File: src/rtl/riscv_isa_defines.sv
// Shared RV32I encoding definitions: instruction format codes, major opcodes,
// the canonical NOP and a signed-immediate range helper.
package riscv_isa_defines;

  typedef enum logic [2:0] {
    FMT_R     = 3'd0,
    FMT_I     = 3'd1,
    FMT_S     = 3'd2,
    FMT_B     = 3'd3,
    FMT_U     = 3'd4,
    FMT_J     = 3'd5,
    FMT_SHIFT = 3'd6,
    FMT_RSVD  = 3'd7
  } fmt_e;

  localparam logic [31:0] NOP_INSTR = 32'h0000_0013;

  localparam logic [6:0] OPCODE_LOAD     = 7'h03;
  localparam logic [6:0] OPCODE_MISC_MEM = 7'h0F;
  localparam logic [6:0] OPCODE_OP_IMM   = 7'h13;
  localparam logic [6:0] OPCODE_AUIPC    = 7'h17;
  localparam logic [6:0] OPCODE_STORE    = 7'h23;
  localparam logic [6:0] OPCODE_OP       = 7'h33;
  localparam logic [6:0] OPCODE_LUI      = 7'h37;
  localparam logic [6:0] OPCODE_BRANCH   = 7'h63;
  localparam logic [6:0] OPCODE_JALR     = 7'h67;
  localparam logic [6:0] OPCODE_JAL      = 7'h6F;
  localparam logic [6:0] OPCODE_SYSTEM   = 7'h73;

  // One buffered output word: the packed instruction and its range-error tag.
  typedef struct packed {
    logic [31:0] instr;
    logic        err;
  } enc_word_t;

  // True when imm is representable as an nbits-wide two's-complement value,
  // i.e. every bit from nbits-1 upward is a copy of the sign.
  function automatic logic fits_simm(input logic [31:0] imm, input int unsigned nbits);
    logic [31:0] hi;
    hi = 32'($signed(imm) >>> (nbits - 1));
    return (hi == '0) || (hi == '1);
  endfunction

endpackage

File: src/rtl/instr_pack.sv
// Combinational RV32I field packer: scatters the immediate into the format's
// bit positions and flags immediates that do not fit or are misaligned.
module instr_pack
  import riscv_isa_defines::*;
(
  input  logic [2:0]  i_fmt,
  input  logic [6:0]  i_opcode,
  input  logic [4:0]  i_rd,
  input  logic [4:0]  i_rs1,
  input  logic [4:0]  i_rs2,
  input  logic [2:0]  i_funct3,
  input  logic [6:0]  i_funct7,
  input  logic [31:0] i_imm,
  output logic [31:0] o_instr,
  output logic        o_err
);

  fmt_e w_fmt;
  assign w_fmt = fmt_e'(i_fmt);

  always_comb begin
    // NOTE: every output gets a default before the case so no path leaves it
    // unassigned; otherwise synthesis would infer a latch.
    o_instr = NOP_INSTR;
    o_err   = 1'b0;
    case (w_fmt)
      FMT_R: begin
        o_instr = {i_funct7, i_rs2, i_rs1, i_funct3, i_rd, i_opcode};
      end
      FMT_I: begin
        o_instr = {i_imm[11:0], i_rs1, i_funct3, i_rd, i_opcode};
        o_err   = !fits_simm(i_imm, 12);
      end
      FMT_SHIFT: begin
        o_instr = {i_funct7, i_imm[4:0], i_rs1, i_funct3, i_rd, i_opcode};
        o_err   = (i_imm[31:5] != '0);
      end
      FMT_S: begin
        o_instr = {i_imm[11:5], i_rs2, i_rs1, i_funct3, i_imm[4:0], i_opcode};
        o_err   = !fits_simm(i_imm, 12);
      end
      FMT_B: begin
        o_instr = {i_imm[12], i_imm[10:5], i_rs2, i_rs1, i_funct3,
                   i_imm[4:1], i_imm[11], i_opcode};
        o_err   = i_imm[0] || !fits_simm(i_imm, 13);
      end
      FMT_U: begin
        o_instr = {i_imm[31:12], i_rd, i_opcode};
        o_err   = (i_imm[11:0] != '0);
      end
      FMT_J: begin
        o_instr = {i_imm[20], i_imm[10:1], i_imm[11], i_imm[19:12], i_rd, i_opcode};
        o_err   = i_imm[0] || !fits_simm(i_imm, 21);
      end
      default: begin
        o_instr = NOP_INSTR;
        o_err   = 1'b1;
      end
    endcase
  end

endmodule

File: src/rtl/instr_encoder.sv
// Streaming RV32I instruction encoder: one-cycle packing into a two-entry
// output/skid buffer, with each word tagged by an auto-incrementing address.
module instr_encoder
  import riscv_isa_defines::*;
#(
  parameter int unsigned            ADDR_W     = 16,
  parameter logic [ADDR_W-1:0]      RESET_ADDR = '0
) (
  input  logic              clk,
  input  logic              rst,
  input  logic              in_valid,
  output logic              in_ready,
  input  logic [2:0]        in_fmt,
  input  logic [6:0]        in_opcode,
  input  logic [4:0]        in_rd,
  input  logic [4:0]        in_rs1,
  input  logic [4:0]        in_rs2,
  input  logic [2:0]        in_funct3,
  input  logic [6:0]        in_funct7,
  input  logic [31:0]       in_imm,
  input  logic              addr_load,
  input  logic [ADDR_W-1:0] addr_value,
  output logic              out_valid,
  input  logic              out_ready,
  output logic [31:0]       out_instr,
  output logic [ADDR_W-1:0] out_addr,
  output logic              out_err,
  output logic              err_sticky
);

  enc_word_t         w_enc;
  logic              w_accept;
  logic              w_pop;
  logic              w_out_free;
  logic              w_skid_load;
  logic              w_skid_valid_nxt;
  logic [ADDR_W-1:0] w_tag_addr;

  logic              r_in_ready;
  logic              r_out_valid;
  enc_word_t         r_out_word;
  logic [ADDR_W-1:0] r_out_addr;
  logic              r_skid_valid;
  enc_word_t         r_skid_word;
  logic [ADDR_W-1:0] r_skid_addr;
  logic [ADDR_W-1:0] r_addr;
  logic              r_err_sticky;

  instr_pack u_pack (
    .i_fmt    (in_fmt),
    .i_opcode (in_opcode),
    .i_rd     (in_rd),
    .i_rs1    (in_rs1),
    .i_rs2    (in_rs2),
    .i_funct3 (in_funct3),
    .i_funct7 (in_funct7),
    .i_imm    (in_imm),
    .o_instr  (w_enc.instr),
    .o_err    (w_enc.err)
  );

  assign w_accept   = in_valid && r_in_ready;
  assign w_pop      = r_out_valid && out_ready;
  assign w_out_free = !r_out_valid || out_ready;
  assign w_tag_addr = addr_load ? addr_value : r_addr;

  // A new word lands in the skid register only when the output register is
  // still occupied after this edge (stalled, or refilled from the skid).
  assign w_skid_load      = w_accept && (!w_out_free || r_skid_valid);
  assign w_skid_valid_nxt = w_out_free ? (r_skid_valid && w_accept)
                                       : (r_skid_valid || w_accept);

  always_ff @(posedge clk) begin
    // NOTE: state registers use non-blocking assignments so every flop samples
    // pre-edge values, independent of statement order.
    if (rst) begin
      r_in_ready   <= 1'b0;
      r_out_valid  <= 1'b0;
      r_out_word   <= '0;
      r_out_addr   <= RESET_ADDR;
      r_skid_valid <= 1'b0;
      r_addr       <= RESET_ADDR;
      r_err_sticky <= 1'b0;
    end else begin
      if (w_out_free) begin
        if (r_skid_valid) begin
          r_out_valid <= 1'b1;
          r_out_word  <= r_skid_word;
          r_out_addr  <= r_skid_addr;
        end else if (w_accept) begin
          r_out_valid <= 1'b1;
          r_out_word  <= w_enc;
          r_out_addr  <= w_tag_addr;
        end else begin
          r_out_valid <= 1'b0;
        end
      end
      r_skid_valid <= w_skid_valid_nxt;
      r_in_ready   <= !w_skid_valid_nxt;
      r_addr       <= w_accept ? (w_tag_addr + ADDR_W'(4)) : w_tag_addr;
      r_err_sticky <= r_err_sticky | (w_pop && r_out_word.err);
    end
  end

  // NOTE: the skid payload has no reset; r_skid_valid alone decides whether
  // its contents mean anything, so clearing the data would buy nothing.
  always_ff @(posedge clk) begin
    if (w_skid_load) begin
      r_skid_word <= w_enc;
      r_skid_addr <= w_tag_addr;
    end
  end

  assign in_ready   = r_in_ready;
  assign out_valid  = r_out_valid;
  assign out_instr  = r_out_word.instr;
  assign out_err    = r_out_word.err;
  assign out_addr   = r_out_addr;
  assign err_sticky = r_err_sticky;

endmodule

File: config.mk
export PLATFORM = sky130hd
export DESIGN_NAME = instr_encoder
export DESIGN_NICKNAME = d
export VERILOG_FILES = /design/src/rtl/riscv_isa_defines.sv /design/src/rtl/instr_pack.sv /design/src/rtl/instr_encoder.sv
export SDC_FILE = /design/constraint.sdc
export NUM_CORES = 1
export LEC_CHECK = 0
export ABC_AREA = 1
export CORE_ASPECT_RATIO = 1.4
export CORE_MARGIN = 2
export CORE_UTILIZATION = 30
export DETAILED_ROUTE_END_ITERATION = 6
export GPL_TIMING_DRIVEN = 1
export PLACE_DENSITY = 0.67
export SLEW_MARGIN = 20
export SYNTH_ARGS = -nofsm -noshare
export SYNTH_HDL_FRONTEND = slang
export SYNTH_SLANG_ARGS = --single-unit
File: constraint.sdc
create_clock -name clk -period 3.89 [get_ports clk]
set_input_delay 0.9725 -clock clk [delete_from_list [all_inputs] [get_ports clk]]
set_output_delay 0.9725 -clock clk [all_outputs]
set_load 0.005 [all_outputs]
==> reports/qor.txt <==
gp weighted congestion -> 0.8923
most frequent cells in the layout -> nand2_1 (142), clkdlybuf4s50_1 (139), a21oi_1 (112)
Root Buffer -> clkbuf_16
final std cell area, no fill -> 0.007712 mm2
die height -> 164.8 um
cell-internal power -> 2409 uW
post-synthesis cell type count -> 35
run status -> finished, final reports clean
dpl ws -> 743.6 ps
antenna violations before repair -> 0
Final Skew -> 8.522 ps
synthesis-stage register bit count -> 118
Comb pwr share -> 14.3%
Syn-to-layout area delta -> 39.21%
Max-cap violations -> 0
Core Area -> 0.01807 mm2
Async SR Flop Fraction -> 0%
Synth Area in XOR/XNOR -> 0%
share of cells above drive strength 1 -> 9.286%
Worst-Skew Late Latency -> 410 ps
gr usage total -> 17.16%
Fin. Hold Viols -> 0
Mapped Cells -> 692
Final Power -> 3274 uW
hold buffers post-CTS -> 0
total CTS buffers -> 17
Final WS setup -> 1150 ps
period utilization -> 70.45%
DP HPWL -> 11.71 mm
initial detailed-routing violation count -> 301
sw power -> 865.7 uW
largest family of logic cells by synthesized area -> simple AND/OR/NAND/NOR gates
unrepaired setup endpoints after global routing -> false
crit path from -> addr_load
Rows -> 58
vias per cell -> 4.805
Net Sw Frac -> 26.44%
yosys warns -> 0
final-report setup violation count -> 0
# fillers -> 1816
initial core utilization -> 30.66%
Worst Path Max Fanout -> 11
CP Launch Type -> input pin
synthesized net count -> 781
TritonCTS clock tree -> done
Post-CTS Setup Repair Bufs -> 0
vias in the first global route -> 5117
Num Clock Sinks -> 118
average wire per standard cell -> 15.24 um
HP Start -> err_sticky
PwrDens -> 424.6 mW/mm2
DP Area -> 0.007169 mm2
post-CTS sizing -> 0
Routed WL -> 16.46 mm
register-to-register setup slack -> 2030 ps
Die W -> 118.9 um
Inserted Diodes -> 0
Relative slew margins -> 58.72%
Clock power frac -> 43.6%
CTS max path bufs -> 2
DRT Pass-1 Iters -> 4
num ports -> 140
Final Util -> 42.68%
most common cell after layout, fill and taps aside -> nand2_1
cells along the critical path -> clkdlybuf4s50_1 > inv_1 > nand2_1 > nand2_1 > ha_1 > inv_1 > nor2_1 > nand3_2 > nor2_1 > nand2_1 > o21ai_1 > o211ai_1 > inv_1
H-tree Lvls -> 4
Max Fclk -> 0.3649 GHz
worst min path class -> reg -> reg
min Tclk post-route -> 2740 ps
simple logic cell fraction of the synthesized area -> 20.73%
via count -> 5189
IO Port Bufs -> 139
Die ar. -> 0.01959 mm2
Worst path slowest cell -> clkdlybuf4s50_1
Top FF cell, synth -> dfxtp_1
Seq pwr share -> 42.2%
Max Slew Vio Count -> 0
Post-synth EDFFs -> 49
CP endpoint kind -> flip-flop
Final #Nets -> 916
worst r2r src -> r_skid_valid
CP Class -> in -> reg
mux share of post-synthesis cell area -> 0.3613%
clk slew on worst S/H paths -> 60 ps
mapped cell area -> 0.005540 mm2
setup TNS -> 0 ps
global-route wire length before repair -> 26.29 mm
Worst EP arrival -> 3090 ps
maximum vdd drop -> 296.2 uV
Leak -> 0.003139 uW
Post-Synth Adder-Cell Area -> 0.2258%
worst endpoint required time -> 4240 ps
GRT Residual Overflow -> 0
register area share after synthesis -> 51.49%
Post-DRT Antenna Nets -> 0
Worst Max-Slew Pin Slew -> 619.2 ps
Max stage delay on crit path -> 490 ps
post-synthesis average cell area -> 8.006 um2
Compound-Gate Fraction of Synth Area -> 19.26%
largest net degree at the start of global routing -> 53
drc violations -> 0
[per-stage QoR]
stage / instances / hold slack [ps]
after floorplan: 692 / 446.6
after global placement: 1048 / 439.4
after detailed placement: 1048 / 447.1
after CTS: 1080 / 455.8
after global routing: 1080 / 488.4
final: 1080 / 454.7
[state kept, by name, summed over array words and instances, names as in the netlist]
name,cells
out_err,1
r_skid_valid,1
err_sticky,1
out_addr,16
r_skid_addr,16
r_addr,16
out_instr,32
in_ready,1
r_skid_word,33
out_valid,1
[layer usage]
metal / track usage, % / share of wire [%]
met1: 19.96 / 42
met2: 31.01 / 51
met3: 2.901 / 3.9
met4: 7.413 / 2.3
met5: 0 / 0
[layout make-up]
cell class | instances | area, um2 | area share [%]
tap | 240 | 300.3 | 3.894
multi-input combinational | 470 | 2262 | 29.33
inverter | 69 | 259.0 | 3.358
sequential | 118 | 2854 | 37.01
timing repair buffer | 151 | 1494 | 19.37
clock inverter | 15 | 117.6 | 1.525
clock buffer | 17 | 425.4 | 5.516
[worst max-delay path, delay by kind of cell]
family,cells,cell delay (ps)
AOI/OAI and AO/OA,2,220
adders and majority gates,1,180
buffers and inverters,4,840
and+or+nand+nor,6,880
[Yosys cell counts (5+ instances only)]
cell type    n  area (um2)
clkbuf_1    24       90.09
or2_2       10       62.56
dfxtp_1     69        1381
nor2_1      55       206.5
inv_2        6       22.52
inv_1       63       236.5
a21oi_1    113       565.5
nand3_1     38       190.2
nand2_1    143       536.8
edfxtp_1    49        1471
buf_2        5       25.02
o211ai_1     7       52.55
o21ai_0     71       355.3
[cells by family after synthesis]
logic type	count (synthesis)
AND/OR/NAND/NOR	263
adder cells (fa/ha/maj)	1
multiplexers	2
AO/OA/AOI/OAI	204
flip-flops	118
buffers and inverters	104
[final timing paths]
check                end  cells after the start
max           r_addr[14]                     13
min           err_sticky                      2
max reg2reg  out_addr[5]                      7
min reg2reg   err_sticky                      2
[power by group through the flow]
stage	sequential, uW	clock [uW]	combinational, uW
final	1380	1430	467
after floorplan	1400	0	216
after global placement	1410	0	467
after detailed placement	1410	0	470
after global routing	1390	1510	520
after CTS	1380	1470	472
Power figures use the tool's default switching activity.
